[src/rtl/uart_tx_8n1.sv]
// uart_tx_8n1: 8N1 serial transmitter (start, 8 data bits LSB first, stop)
// fed by a single-entry valid/ready byte handshake; all outputs registered.
module uart_tx_8n1 #(
   parameter int CLKS_PER_BIT = 434
) (
   input  logic       clk,
   input  logic       rst_n,
   input  logic [7:0] tx_data,
   input  logic       tx_valid,
   output logic       tx_ready,
   output logic       tx,
   output logic       busy
);
   localparam int BW = CLKS_PER_BIT > 1 ? $clog2(CLKS_PER_BIT) : 1;
   localparam logic [BW-1:0] LAST = BW'(CLKS_PER_BIT - 1);
   typedef enum logic [1:0] {IDLE, START, DATA, STOP} state_t;
   state_t        state_q;
   logic [BW-1:0] baud_q;
   logic [2:0]    idx_q, idx_d;
   logic [7:0]    shift_q;
   logic          tx_q, ready_q, busy_q;
   logic          bit_end;
   assign bit_end  = baud_q == LAST;
   assign idx_d    = idx_q + 3'd1;
   assign tx_ready = ready_q;
   assign tx       = tx_q;
   assign busy     = busy_q;
   // tx_q is loaded with the next bit on the same edge that ends the current one
   always_ff @(posedge clk or negedge rst_n)
      if (!rst_n) begin
         state_q <= IDLE;
         baud_q  <= '0;
         idx_q   <= '0;
         shift_q <= '0;
         tx_q    <= 1'b1;
         ready_q <= 1'b1;
         busy_q  <= 1'b0;
      end else begin
         baud_q <= (state_q == IDLE || bit_end) ? '0 : baud_q + 1'b1;
         case (state_q)
            IDLE:
               if (tx_valid && ready_q) begin
                  shift_q <= tx_data;
                  idx_q   <= '0;
                  tx_q    <= 1'b0;
                  ready_q <= 1'b0;
                  busy_q  <= 1'b1;
                  state_q <= START;
               end
            START:
               if (bit_end) begin
                  tx_q    <= shift_q[0];
                  state_q <= DATA;
               end
            DATA:
               if (bit_end) begin
                  if (idx_q == 3'd7) begin
                     tx_q    <= 1'b1;
                     state_q <= STOP;
                  end else begin
                     idx_q <= idx_d;
                     tx_q  <= shift_q[idx_d];
                  end
               end
            STOP:
               if (bit_end) begin
                  ready_q <= 1'b1;
                  busy_q  <= 1'b0;
                  state_q <= IDLE;
               end
            default: state_q <= IDLE;
         endcase
      end
endmodule

[config.mk]
export PLATFORM = sky130hd
export DESIGN_NAME = uart_tx_8n1
export DESIGN_NICKNAME = d
export VERILOG_FILES = /design/src/rtl/uart_tx_8n1.sv
export SDC_FILE = /design/constraint.sdc
export NUM_CORES = 1
export LEC_CHECK = 0
export ABC_AREA = 1
export CORE_MARGIN = 1
export CORE_UTILIZATION = 49
export DETAILED_ROUTE_END_ITERATION = 10
export GPL_ROUTABILITY_DRIVEN = 1
export HOLD_SLACK_MARGIN = 0.02
export PLACE_DENSITY_LB_ADDON = 0.3
export SYNTH_ARGS = -nofsm -noshare
export SYNTH_HDL_FRONTEND = slang
export SYNTH_SLANG_ARGS = --single-unit
[constraint.sdc]
create_clock -name clk -period 1.76 [get_ports clk]
set_clock_uncertainty 0.1 [all_clocks]
set_input_delay 0.352 -clock clk [delete_from_list [all_inputs] [get_ports clk]]
set_output_delay 0.352 -clock clk [all_outputs]
set_load 0.02 [all_outputs]
==> impl_metrics.csv <==
group,metric,value,unit
run_status,outcome,"completed",
clocking,cts.sinks,25,
drt,post_drt_wl_per_cell,11.15,µm
yosys,syn-cell-area,1300,µm²
global_routing,grt_util_all_layers,20.10,%
setup_path,timing.critical_path.to_type,"output pin",
setup_path,worst-endpoint-arrival,1.22,ns
setup_path,worst-path-max-fanout,4,
yosys,syn_inst,161,
clocking,clkLatencyLatePin,0.32,ns
clocking,cts_tree,"built",
final_layout,fin_util,61.36,%
drt,antenna_left,0,
floorplan,floorplan.initialDensity,52.00,%
drt,post-route-drc-count,0,
floorplan,die_h,53.51,µm
final_layout,fin_nets,203,
job,cap_violations,0,
floorplan,fp.coreArea,2500,µm²
setup_path,cp-start-kind,"flip-flop",
global_routing,globalRouteMet2Util,32.92,%
floorplan,std_cell_rows,18,
drt,finalWirelength,2376,µm
pwr,power_per_cell_area,563.7,nW/µm²
setup_path,cp_num_buf_inv,1,
final_layout,layout-drive-gt1-share,10.38,%
clocking,cts.path.max_buffers,2,
setup_path,critical_path_s_largest_stage_delay,0.57,ns
pwr,total_power,864.7,µW
setup_path,critPathRequiredTime,1.31,ns
clocking,inserted_clock_buffers,3,
yosys,yosys.cell_types.count,20,
sta,timing_worst_slew_pin_value,0.3171,ns
sta,maxSlewViolCount,0,
yosys,most_area_hungry_cell_type_in_the_yosys_netlist,"sky130_fd_sc_hd__dfrtp_1",
drt,drt-initial-drc-count,22,
sta,max_slew_margin,78.86,%
drt,vias,1080,
sta,clock.fmax,598.5,MHz
sta,min_period,1.671,ns
placement,place.gp.congestion,0.7524,
yosys,post_synth.cell_area_avg,8.075,µm²
global_routing,first_global_vias,991,
setup_path,cp_cell_sequence,"dlygate4sd2_1",
yosys,seq_area_frac_synth,48.32,%
placement,buffer_ports.inserted,13,
sta,finalSetupViolations,0,
clocking,cts.htree.levels,1,
drt,vias_per_cell,5.070,
final_layout,area_delta_synth_final,18.00,%
global_routing,grt_first_pass_wirelength,4084,µm
setup_path,setup.worst_path.class,"flip-flop to output pin",
final_layout,num_antenna_cells,0,
yosys,mappedNetlistNets,180,
hold_path,hold_path_class,"input port to async pin",
floorplan,die_w,53.51,µm
global_routing,overflow,0,
sta,report.final.hold_viol_count,0,
global_routing,gr-usage-met3,3.448,%
final_layout,final.fill_count,219,
yosys,yosysTopAreaCellShare,44.27,%
pwr,leakagePower,0.0007648,µW
setup_path,cp_slowest_cell,"sky130_fd_sc_hd__dfstp_2",
yosys,yosys_warnings,0,
pwr,vdd.ir_drop.worst,0.0004068,V
global_routing,gr-max-usage-layer,"met2",
placement,hpwl,1737,µm
drt,drt_pre_antenna_iters,4,
clocking,ctsHoldBuffers,0,
floorplan,die-area,2863,µm²
global_routing,grt_start_max_net_pins,26,
sta,period_share,94.94,%
global_routing,grt_util_met1,26.16,%
clocking,ctsRootBufferMaster,"sky130_fd_sc_hd__clkbuf_4",
floorplan,design.portCount,14,
yosys,post_synthesis_sequential_element_count,25,
setup_path,critical_path.top_delay_family,"flip-flops",
clocking,clk_pin_slew,0.13,ns
global_routing,antenna_found_initial,0,
yosys,ys_top_cells_by_area,"sky130_fd_sc_hd__dfrtp_1 44%, sky130_fd_sc_hd__nand2_1 18%, sky130_fd_sc_hd__ha_1 7.7%, sky130_fd_sc_hd__inv_1 4.6%, sky130_fd_sc_hd__dfstp_2 4.0%",
## cell type report
class	count	area [µm²]	share of cell area, %
clock buffer	4	26.28	1.713
inverter	16	60.06	3.915
multi-input combinational	119	606.8	39.56
sequential	25	628.1	40.95
tap	30	37.54	2.447
timing repair buffer	19	175.2	11.42
## per-stage QoR
stage	instance area (µm²)	cells	worst slack, ns	hold WS, ns	setup TNS (ns)
floorplan	1300	161	0.2166	-0.04359	0
global placement	1483	206	0.1716	0.3598	0
detailed placement	1483	206	0.1556	0.3594	0
CTS	1506	210	0.009850	0.2763	0
global route	1534	213	-0.002553	0.2902	-0.003592
finish	1534	213	0.08902	0.2713	0
## path summary, 6_finish.rpt
kind                            start          to  slack (ns)  cells past startpoint
min reg2reg                        tx          tx        0.38                      2
min in group clk                   tx          tx        0.38                      2
max in group asynchronous       rst_n          tx        1.00                      2
max                          tx_ready    tx_ready        0.09                      1
min                             rst_n  state_q[0]        0.27                      2
max reg2reg                state_q[0]    idx_q[0]        0.15                      7
## cell families after synthesis
| logic type | share of synthesized area, % |
|---|---|
| adders and majority gates | 7.700 |
| AOI/OAI and AO/OA | 6.352 |
| buffers and inverters | 5.198 |
| and+or+nand+nor | 32.43 |
| DFF | 48.32 |
## metal layers
layer | share of wire (%) | up-vias
met3 | 3.9 | 4
met2 | 49 | 22
li1 | - | 557
met4 | 1.2 | 0
met5 | 0 | -
met1 | 46 | 497
## synthesized netlist by cell type, drive strengths merged
cell type  number
nand2          64
nor3            6
nand3          10
and3            2
dfrtp          23
inv            16
dfstp           2
nand3b          2
buf             1
nor3b           2
o21bai          1
nor2            9
o21ai          10
ha              8
a21oi           5
## worst reg2reg max path, stage by stage, from the launching register on
cell                      delay, ns
sky130_fd_sc_hd__dfrtp_1       0.44
sky130_fd_sc_hd__inv_1         0.11
sky130_fd_sc_hd__ha_1          0.34
sky130_fd_sc_hd__nand2_1       0.12
sky130_fd_sc_hd__o21ai_0       0.12
sky130_fd_sc_hd__nand3_2       0.16
sky130_fd_sc_hd__nand2_1       0.08
sky130_fd_sc_hd__o21ai_1       0.06
## state kept, by name, indices dropped and copies added (netlist names)
signal    count
tx            1
busy          1
baud_q        9
shift_q       8
idx_q         3
state_q       2
tx_ready      1
## cell usage in the layout (no fill, tap or decap)
cell and count:
sky130_fd_sc_hd__clkbuf_4 3, sky130_fd_sc_hd__ha_2 1, sky130_fd_sc_hd__nor2_1 8, sky130_fd_sc_hd__clkbuf_1 1
sky130_fd_sc_hd__nand2_1 61, sky130_fd_sc_hd__o21ai_0 4, sky130_fd_sc_hd__o21ai_1 6, sky130_fd_sc_hd__nor3_1 4
sky130_fd_sc_hd__nor2_2 1, sky130_fd_sc_hd__inv_1 16, sky130_fd_sc_hd__dlygate4sd2_1 2, sky130_fd_sc_hd__dfrtp_1 23
sky130_fd_sc_hd__nand3b_1 2, sky130_fd_sc_hd__and3_1 2, sky130_fd_sc_hd__clkdlybuf4s50_1 10, sky130_fd_sc_hd__nor3b_1 2
sky130_fd_sc_hd__ha_1 7, sky130_fd_sc_hd__nand3_1 9, sky130_fd_sc_hd__nor3_2 2, sky130_fd_sc_hd__o21bai_1 1
sky130_fd_sc_hd__a21oi_1 5, sky130_fd_sc_hd__nand2_2 3, sky130_fd_sc_hd__dfstp_2 2, sky130_fd_sc_hd__dlymetal6s2s_1 1
sky130_fd_sc_hd__nand3_2 1, sky130_fd_sc_hd__buf_4 6
## what timing repair did
item	in CTS	in global routing
gates resized for setup	2	2
endpoints found under the setup margin	2	3
pin swaps	0	0
setup buffers	0	3
## power by group
group | switching (µW) | internal, µW
Sequential | 0 | 575
Combinational | 13.6 | 20.6
Clock | 167 | 88.7
Total | 181 | 684
(Power assumes the default switching activity.)
